[config.mk]
export PLATFORM = sky130hd
export DESIGN_NAME = max7219_seq
export DESIGN_NICKNAME = d
export VERILOG_FILES = /design/src/rtl/max7219_seq.sv
export SDC_FILE = /design/constraint.sdc
export NUM_CORES = 1
export LEC_CHECK = 0
export CORE_AREA = 2 2 101 103
export CTS_CLUSTER_DIAMETER = 200
export CTS_CLUSTER_SIZE = 12
export DETAILED_ROUTE_END_ITERATION = 10
export DIE_AREA = 0 0 103 105
export GPL_ROUTABILITY_DRIVEN = 0
export HOLD_SLACK_MARGIN = 0.12
export PLACE_DENSITY = 0.73
export SLEW_MARGIN = 0
export SYNTH_ARGS = -nofsm -noshare
export SYNTH_HDL_FRONTEND = slang
export SYNTH_SLANG_ARGS = --single-unit
[constraint.sdc]
create_clock -name clk -period 4.75 [get_ports clk]
set_input_delay 0.7125 -clock clk [delete_from_list [all_inputs] [get_ports clk]]
set_output_delay 0.7125 -clock clk [all_outputs]
set_load 0.01 [all_outputs]
[src/rtl/max7219_seq.sv]
// MAX7219 frame sequencer: power-up init, then periodic digit refresh from a shadow file.
// Optional MAX7219_DIRTY_EN: refresh sends only changed digits and a changed intensity.
module max7219_seq #(
    parameter int         N_DIGITS    = 8,
    parameter logic [7:0] DECODE      = 8'h00,
    parameter int         REFRESH_DIV = 100000
) (
    input  logic       clk,
    input  logic       rst,
    input  logic       wr_en,
    input  logic [2:0] wr_addr,
    input  logic [7:0] wr_data,
    input  logic [3:0] intensity,
    output logic       spi_req,
    output logic [7:0] spi_dat,
    input  logic       spi_snt,
    output logic       init_done,
    output logic       busy
);
    localparam int CNT_W = $clog2(REFRESH_DIV + 1);

    typedef enum logic [2:0] {LOAD, ADDR, ADDR_GAP, DATA, DATA_GAP, NEXT, WAIT} state_t;

    state_t           state_reg, state_next;
    logic [3:0]       idx_reg;
    logic [7:0]       data_reg;
    logic [7:0]       spi_dat_reg;
    logic             init_done_reg;
    logic             busy_reg;
    logic [CNT_W-1:0] wait_cnt_reg;
    logic [7:0]       shadow [8];
    logic [7:0]       frame_addr, frame_data;
    logic             frame_skip;
    logic             last_frame;
`ifdef MAX7219_DIRTY_EN
    logic [7:0]       dirty_reg;
    logic [3:0]       last_int_reg;
`endif

    // Frame content for the current index; init and refresh share the index counter.
    always_comb begin
        frame_addr = 8'h00;
        frame_data = 8'h00;
        frame_skip = 1'b0;
        if (!init_done_reg) begin
            case (idx_reg)
                4'd0:    begin frame_addr = 8'h0C; frame_data = 8'h01;            end
                4'd1:    begin frame_addr = 8'h0F; frame_data = 8'h00;            end
                4'd2:    begin frame_addr = 8'h09; frame_data = DECODE;           end
                4'd3:    begin frame_addr = 8'h0B; frame_data = 8'(N_DIGITS - 1); end
                default: begin frame_addr = 8'h0A; frame_data = {4'h0, intensity}; end
            endcase
        end else if (idx_reg < 4'(N_DIGITS)) begin
            frame_addr = {4'h0, idx_reg} + 8'd1;
            frame_data = shadow[idx_reg[2:0]];
`ifdef MAX7219_DIRTY_EN
            frame_skip = !dirty_reg[idx_reg[2:0]];
`endif
        end else begin
            frame_addr = 8'h0A;
            frame_data = {4'h0, intensity};
`ifdef MAX7219_DIRTY_EN
            frame_skip = (intensity == last_int_reg);
`endif
        end
    end

    assign last_frame = init_done_reg ? (idx_reg == 4'(N_DIGITS)) : (idx_reg == 4'd4);

    always_comb begin
        state_next = state_reg;
        case (state_reg)
            LOAD:     state_next = frame_skip ? NEXT : ADDR;
            ADDR:     if (spi_snt)  state_next = ADDR_GAP;
            ADDR_GAP: if (!spi_snt) state_next = DATA;
            DATA:     if (spi_snt)  state_next = DATA_GAP;
            DATA_GAP: if (!spi_snt) state_next = NEXT;
            NEXT:     state_next = (init_done_reg && last_frame) ? WAIT : LOAD;
            WAIT:     if (wait_cnt_reg == CNT_W'(REFRESH_DIV - 1)) state_next = LOAD;
            default:  state_next = LOAD;
        endcase
    end

    assign spi_req   = (state_reg == ADDR) || (state_reg == DATA);
    assign spi_dat   = spi_dat_reg;
    assign init_done = init_done_reg;
    assign busy      = busy_reg;

    always_ff @(posedge clk) begin
        if (rst) begin
            state_reg     <= LOAD;
            idx_reg       <= 4'd0;
            data_reg      <= 8'h00;
            spi_dat_reg   <= 8'h00;
            init_done_reg <= 1'b0;
            busy_reg      <= 1'b0;
            wait_cnt_reg  <= '0;
        end else begin
            state_reg <= state_next;
            busy_reg  <= (state_next != WAIT);
            case (state_reg)
                LOAD: begin
                    if (!frame_skip) begin
                        spi_dat_reg <= frame_addr;
                        data_reg    <= frame_data;
                    end
                end
                ADDR_GAP: if (!spi_snt) spi_dat_reg <= data_reg;
                NEXT: begin
                    wait_cnt_reg <= '0;
                    if (last_frame) begin
                        idx_reg       <= 4'd0;
                        init_done_reg <= 1'b1;
                    end else begin
                        idx_reg <= idx_reg + 4'd1;
                    end
                end
                WAIT: begin
                    wait_cnt_reg <= wait_cnt_reg + CNT_W'(1);
                    idx_reg      <= 4'd0;
                end
                default: ;
            endcase
        end
    end

    always_ff @(posedge clk) begin
        if (rst) begin
            for (int i = 0; i < 8; i++) shadow[i] <= 8'h00;
        end else if (wr_en) begin
            shadow[wr_addr] <= wr_data;
        end
    end

`ifdef MAX7219_DIRTY_EN
    // A write landing in the same cycle as the latch keeps the digit dirty.
    always_ff @(posedge clk) begin
        if (rst) begin
            dirty_reg    <= 8'hFF;
            last_int_reg <= 4'h0;
        end else begin
            for (int i = 0; i < 8; i++) begin
                if (wr_en && (wr_addr == 3'(i)))
                    dirty_reg[i] <= 1'b1;
                else if (state_reg == LOAD && init_done_reg &&
                         idx_reg < 4'(N_DIGITS) && idx_reg == 4'(i))
                    dirty_reg[i] <= 1'b0;
            end
            if (state_reg == LOAD && last_frame && !frame_skip)
                last_int_reg <= intensity;
        end
    end
`endif
endmodule

==> flow_summary.toml <==
[status]
outcome = "complete, no violations"

[logic_synthesis]
synthTopCellsByArea = "edfxtp_1 (37%), dfxtp_1 (17%), and2_1 (7.7%)"
syn_area_per_cell_sq_um = 11.3
synth_top_area_cell = "edfxtp_1"
synth_edf_count = 64
yosys_warnings = 0
syn_nets = 485
synth_ff_type = "edfxtp_1"
synth-seq-area-share_pct = 54.5
async_flop_share_pct = 0
syn_area_sq_mm = 0.00518
synth_top_area_share_pct = 37.1
ys_ff_latch = 109
ys_top_cells_by_count = "and2_1 (64), edfxtp_1 (64), dfxtp_1 (45)"
synth_cells = 460
ys_types = 61

[final_layout]
num_antenna_cells = 0
largest_reg_flops = 64
nNetsFinal = 506
drive_gt1_share_pct = 10.5
syn2layout_area_growth_pct = 11.2
final_cell_area_sq_mm = 0.00577
n_fill_cell = 837

[floorplan]
io_pins = 30
die-area_sq_mm = 0.0108
placementRows = 36
initial_core_util_pct = 53.8
fp.dieW_um = 103
die_h_um = 105
coreArea_sq_mm = 0.00964

[clock_tree]
cts_setup_buffers = 0
cts-resized-gates = 0
h-tree-depth = 3
clk_pin_slew_ns = 0.11
cts_tree = "done"
clock_latency_ns = 0.38
cts_buffers = 9
ctsHoldBuffers = 0
clk_path_buf_depth = 2
tritoncts_num_sinks = 109
cts_root_buffer = "clkbuf_8"

[placed_design]
hpwl_mm = 7.70
placed_area_sq_mm = 0.00558
io_buffers = 29

[power_and_ir_drop]
peakVddDrop_mv = 0.171
power_density_mw_per_mm2 = 302
p_leak_nw = 1.94

[critical_path]
worst_setup_path_end_kind = "flip-flop"
start_kind = "flip-flop"
path_buf_inv = 0
crit_arrival_ns = 2.99
worstPathCellList = "nand3b_1 -> or4_4 -> or3_1 -> a21oi_1"
slowest_delay_ns = 0.74
slowest_stage = "or4_4"
cp.required_ns = 5.07
timing_worst_setup_path_type = "reg2reg"
critPathMaxFanout = 20
rrSetupSlack_ns = 2.08
cp_top_family = "simple AND/OR/NAND/NOR gates"

[sta]
tns_ns = 0
worst_slew_pin_slew_ns = 1.18
timing.fmax_mhz = 374
setup_violations = 0
max_slew_margin_pct = 20.3
final_max_slew_viol_count = 0
hold_viol = 0
rsz0062_at_grt = "false"
post-route-period-util_pct = 56.3
period_needed_ns = 2.67
skew_ns = 0.0120

[global_routing]
grt_max_degree = 36
track_usage_pct = 22.0
grt_pass1_wl_mm = 17.9
grt_pass1_vias = 3513
gr-total-overflow = 0
antenna_found_initial = 0

[detailed_routing]
wl_mm = 11.2
drc_errors = 0
routedWlPerCell_um = 18.1
drt_iter0_drc = 235
vias = 3652
postRouteAntennaNets = 0
firstDrtPassIters = 4
via_per_inst = 5.90

[job]
maxCapViolations = 0

[min_path]
hold_class = "reg2reg"
## kinds of logic after synthesis
family / Yosys count / share of synthesized area [%]
AND/OR/NAND/NOR: 202 / 22.7
flip-flops: 109 / 54.5
AO/OA/AOI/OAI: 89 / 10.8
buffers and inverters: 30 / 2.34
multiplexers: 22 / 7.97
adder cells (fa/ha/maj): 7 / 1.64
XOR/XNOR: 1 / 0.169
## cell type report
| cell class | instances | area [sq um] | area share (%) |
|---|---|---|---|
| repair buffers | 35 | 335 | 5.82 |
| clock inverters | 7 | 58.8 | 1.02 |
| multi-input cells | 321 | 2240 | 38.8 |
| clock buffers | 9 | 124 | 2.15 |
| well taps | 133 | 166 | 2.89 |
| inverters | 5 | 18.8 | 0.326 |
| flip-flops and latches | 109 | 2820 | 49.0 |
## layout by cell type, fill, tap and decap left out, types with 7 or more instances in the layout
cell type        instances
and2_1                  64
edfxtp_1                64
dfxtp_1                 45
clkdlybuf4s50_1         29
nand2_1                 25
nor2_1                  25
a21oi_1                 23
o21ai_0                 21
nand3_1                 18
mux4_2                  15
a31oi_1                 11
nor3_1                  10
clkbuf_8                 9
o211ai_1                 8
or3_1                    7
## through the flow
step	power, mW	utilization, %	hold WS (ns)	setup WS (ns)	std cells
5_1_grt	1.80	59.8	0.481	1.84	619
3_3_place_gp	1.22	57.9	0.432	1.87	603
6_report	1.74	59.8	0.451	2.08	619
3_5_place_dp	1.23	57.9	0.441	1.74	603
4_1_cts	1.75	59.8	0.457	2.08	619
2_1_floorplan	1.16	-	0.415	2.50	460
## where the power goes
group          switching (mW)  total (mW)  internal (mW)
Combinational          0.0744       0.137         0.0630
Clock                   0.337       0.537          0.199
Sequential             0.0249        1.07           1.04
## final timing paths
path / start / endpoint / depth (start not counted)
worst max-delay path: state_reg[1] / wait_cnt_reg[16] / 4
worst min-delay path: data_reg[7] / data_reg[7] / 2
worst max register to register: state_reg[1] / wait_cnt_reg[16] / 4
worst min register to register: data_reg[7] / data_reg[7] / 2
## worst reg2reg max path, delay by kind of cell, from the launching register on
kind,cells,cell delay [ns]
AND/OR/NAND/NOR,3,1.77
flip-flops,1,0.71
AO/OA/AOI/OAI,1,0.14
## metal layers
layer | share of wire [%] | GRT usage [%]
met4 | 2.2 | 8.46
met5 | 0 | 0
met1 | 46 | 30.4
met3 | 4.4 | 4.41
met2 | 47 | 33.9
(Power assumes the default switching activity.)
==> RTL change 1, RTL diff (same flow settings) <==
Change the parameter `REFRESH_DIV` from 100000 to 50000.
--- a/src/rtl/max7219_seq.sv
+++ b/src/rtl/max7219_seq.sv
@@ -3,7 +3,7 @@
 module max7219_seq #(
     parameter int         N_DIGITS    = 8,
     parameter logic [7:0] DECODE      = 8'h00,
-    parameter int         REFRESH_DIV = 100000
+    parameter int         REFRESH_DIV = 50000
 ) (
     input  logic       clk,
     input  logic       rst,
Check against the original RTL: same outputs for any inputs over 10 cycles, from zero or initial values and one cycle with rst high; that may be too few to reach the edited logic, so the function may still have changed.
==> RTL change 1 against the unedited design <==
  * Worst setup slack improved by 0.17 ns
  * Sequential cell count is 1 lower
  * Clock skew increased by 0.011 ns
  * Routed wire length shrank 1.4%
  * Power is 2.3% higher
  * Die area unchanged
  * Synthesized area rose by 0.46%
  * Final area shrank 0.24%
  * Largest power group unchanged
==> RTL change 1: results (changes against the unedited design) <==
* Cell variety after synth at 60 (-1.6%)
* Largest net degree at the start of global routing at 51 (+42%)
* Crit-path leading delay family: flip-flops
* GRT Util Overall at 0.214 (-0.00562)
* GR met1 Demand/Resource at 0.302 (-0.00203)
* Via density at 5.98 (+1.3%)
* Synthesized area at 0.00521 mm2 (+0.46%)
* Commonest cells in the netlist: and2_1, edfxtp_1, dfxtp_1
* Fill count at 804 (-3.9%)
* Post-Synth Adder-Cell Area at 0.0144 (-0.00200)
* Post-synthesis cell count at 449 (-2.4%)
* Worst EP arrival at 1.79 ns (-1.20 ns)
* Starting DRT DRC Count at 151 (-36%)
* Post-placement cell count at 586 (-2.8%)
* Post-Syn Nets at 474 (-2.3%)
* M1 WL at 4860 um (-5.7%)
* Reg2reg end: data_reg[2]
* Met2 usage at 0.329 (-0.00974)
* Worst setup slack after layout at 2.25 ns (+0.170 ns)
* Hold_sp: data_reg[5]
* WL/cell at 18.4 um (+1.4%)
* Reg2Reg Setup Slack at 2.44 ns (+0.36 ns)
* Top post-synthesis cells by area: edfxtp_1, dfxtp_1, and2_1, mux4_2, nor2_1
* Slowest cell on crit path: dfxtp_1
* Hold Path Sink: data_reg[5]
* Design area at 0.00575 mm2 (-0.24%)
* Post-synthesis sequential area ratio at 0.538 (-0.00633)
* Met3 GRT Util at 0.0462 (+0.00201)
* DR pass1 iterations at 5 (+1)
* Crit-path max cell delay at 0.62 ns (-0.12 ns)
* Least-Margin Pin Slew at 0.995 ns (-0.188 ns)
* Status: completed
* Number of global-route vias before repair at 3276 (-6.7%)
* Critical path peak fanout at 13 (-35%)
* Final net count at 489 (-3.4%)
* Peak supply drop at 0.000184 V (+7.4%)
* Design internal power at 1.31 mW (+0.64%)
* Leakage at 1.98 nW (+2.0%)
* Synth Area in Compound Gates at 0.0947 (-0.0130)
[RTL change 1: cell count changes in the layout (fill, tap and decap cells not counted), moves of 3 or more]
cell / before / now
a41oi_1: 1 / 4
a22oi_1: 6 / 9
or4_1: 6 / 3
or3_1: 7 / 4
or2_2: 3 / 8
o21ai_0: 21 / 8
nand3_1: 18 / 9
a31oi_1: 11 / 4
nor3b_1: 3 / 6
a21oi_1: 23 / 20
buf_4: 6 / 1
nor2_1: 25 / 36
[RTL change 1: power groups by stage]
stage	clock [mW]	sequential, mW	combinational (mW)
finish	0.586	1.06	0.135
global route	0.630	1.06	0.147
CTS	0.593	1.06	0.136
detailed placement	0	1.08	0.135
global placement	0	1.08	0.133
floorplan	0	1.07	0.0892
[RTL change 1: area by class of cell]
type | instances | share of cell area
flip-flops and latches | 108 | 0.487
clock buffers | 9 | 0.0215
clock inverters | 7 | 0.0159
inverters | 3 | 0.00196
repair buffers | 30 | 0.0509
multi-input cells | 312 | 0.394
well taps | 133 | 0.0289
==> RTL change 2, RTL diff (config.mk and constraints unchanged) <==
Made on the original files. The 7 states of `state_t` get a Gray code encoding in 3 bits.
--- a/src/rtl/max7219_seq.sv
+++ b/src/rtl/max7219_seq.sv
@@ -19,7 +19,7 @@
 );
     localparam int CNT_W = $clog2(REFRESH_DIV + 1);
 
-    typedef enum logic [2:0] {LOAD, ADDR, ADDR_GAP, DATA, DATA_GAP, NEXT, WAIT} state_t;
+    typedef enum logic [2:0] {LOAD = 3'b000, ADDR = 3'b001, ADDR_GAP = 3'b011, DATA = 3'b010, DATA_GAP = 3'b110, NEXT = 3'b111, WAIT = 3'b101} state_t;
 
     state_t           state_reg, state_next;
     logic [3:0]       idx_reg;
Behaviour: same outputs for any inputs over 10 cycles, from zero or initial values and one cycle with rst high; not proved beyond that.
==> RTL change 2 against the unedited design <==
  * Combinational power grew 25%
  * Register-to-register slack gained 0.36 ns
  * Die area is the same
  * Final area shrank 0.48%
  * Synthesized area shrank 1.1%
  * Power grew 9.9%
  * Utilization shrank 0.29 points
  * Worst setup slack lost 0.031 ns
  * Sequential cell count is the same
  * Routed wire length shrank 4.1%
  * Largest power group unchanged
  * Highest routed layer unchanged
==> RTL change 2: results (changes against the unedited design) <==
* Clock transition at path regs at 0.10 ns
* Resize count post-CTS at 0 (unchanged)
* DR pass1 iterations at 5 (+1)
* Post-Syn Nets at 479 (-1.2%)
* Share of cells above drive strength 1 at 0.0900 (-0.0150)
* Max reg flops at 64 (unchanged)
* Worst EP arrival at 1.99 ns (-1.00 ns)
* Most used DFF post-synth: edfxtp_1
* CTS Root Cell: clkbuf_8
* Post-CTS Setup Inserts at 0 (unchanged)
* Hold crit path type: flip-flop to flip-flop
* Clock latency on the worst-skew pair at 0.37 ns
* Post-DP HPWL at 7590 um (-1.4%)
* Post-synthesis sequential area ratio at 0.551 (+0.00625)
* Number of global-route vias before repair at 3291 (-6.3%)
* N_diodes at 0 (unchanged)
* Critical path peak fanout at 22 (+10%)
* Final Skew at 0.0131 ns (+0.00107 ns)
* Top post-synthesis cells by area: edfxtp_1, dfxtp_1, and2_1, mux4_2, o21ai_0
* CTS Buffer Depth at 2 (unchanged)
* Rel. slew slack at 0.227 (+0.0241)
* Port bufs at 29 (unchanged)
* First-pass GRT wire length at 17100 um (-4.6%)
* Largest net degree at the start of global routing at 32 (-11%)
* Final net count at 498 (-1.6%)
* Hold_sp: spi_dat[3]
* Slowest cell on crit path: dfxtp_1
* Leakage at 1.90 nW (-1.9%)
* Worst setup path category: flip-flop to primary output
* Starting DRT DRC Count at 206 (-12%)
* Vias at 3530 (-3.3%)
* H-tree depth at 3 (unchanged)
* Net Sw Power at 0.435 mW (-0.33%)
* Final Hold Violating Endpoints at 0 (unchanged)
* Initial antenna violation count at 0 (unchanged)
* Reg2reg start: state_reg[1]
* Fill count at 814 (-2.7%)
* Cell variety after synth at 57 (-6.6%)
* Status: completed
* Commonest cells in the netlist: and2_1, edfxtp_1, dfxtp_1
* Peak supply drop at 0.000164 V (-4.4%)
* CTS buffer count at 9 (unchanged)
* Ys Warns at 0 (unchanged)
* GRT Util Overall at 0.210 (-0.0101)
* WL/cell at 17.6 um (-2.8%)
* EDFF count, synth at 64 (unchanged)
* Remaining DRCs at 0 (unchanged)
* Post-synth ARST share at 0 (unchanged)
* Crit-path max cell delay at 0.81 ns (+0.07 ns)
* Pre-CTS setup slack at 1.72 ns (-0.0164 ns)
RTL change 2: routing by layer:
metal / wire [um] / up-vias / track usage
li1: - / 1715 / -
met1: 4870 / 1699 / 0.300
met2: 5190 / 105 / 0.330
met3: 558 / 11 / 0.0388
met4: 131 / 0 / 0.0508
met5: 0 / - / 0
RTL change 2: worst max-delay path, delay by kind of cell (launching register included):
kind	cells	cell delay, ns
DFF	1	0.81
xor gates and xnor gates	1	0.15
and+or+nand+nor	1	0.12
buffers and inverters	1	0.54
RTL change 2: worst paths after layout:
check,endpoint,cells past startpoint,slack [ns]
max,spi_req,3,2.05
max reg2reg,spi_dat[0],4,2.44
min,spi_dat[3],2,0.46
min reg2reg,spi_dat[3],2,0.46
RTL change 2: cell type report:
type	count	area, um2	share of cell area
tap	133	166	0.0290
clock buffer	11	131	0.0229
inverter	8	30.0	0.00523
clock inverter	5	106	0.0185
sequential	109	2820	0.492
multi-input combinational	314	2180	0.379
timing repair buffer	31	305	0.0532
RTL change 2: cell families after synthesis:
family,synth area share
AOI/OAI and AO/OA,0.113
xor gates and xnor gates,0.00513
muxes,0.0903
DFF,0.551
buffers and inverters,0.0247
adders and majority gates,0.0146
and+or+nand+nor,0.201
RTL change 2: through the flow:
step                instance area (um2)  cells   util  total power, mW
floorplan                          5120    454      -             1.20
CTS                                5740    611  0.595             1.92
detailed placement                 5500    595  0.571             1.27
global route                       5740    611  0.595             1.98
finish                             5740    611  0.595             1.91
global placement                   5500    595  0.571             1.27
RTL change 2: power by group through the flow:
stage / combinational (mW) / sequential (mW) / clock [mW]
final: 0.171 / 1.08 / 0.659
after global routing: 0.187 / 1.09 / 0.704
after CTS: 0.171 / 1.08 / 0.669
after detailed placement: 0.170 / 1.10 / 0
after global placement: 0.168 / 1.10 / 0
after floorplan: 0.115 / 1.08 / 0
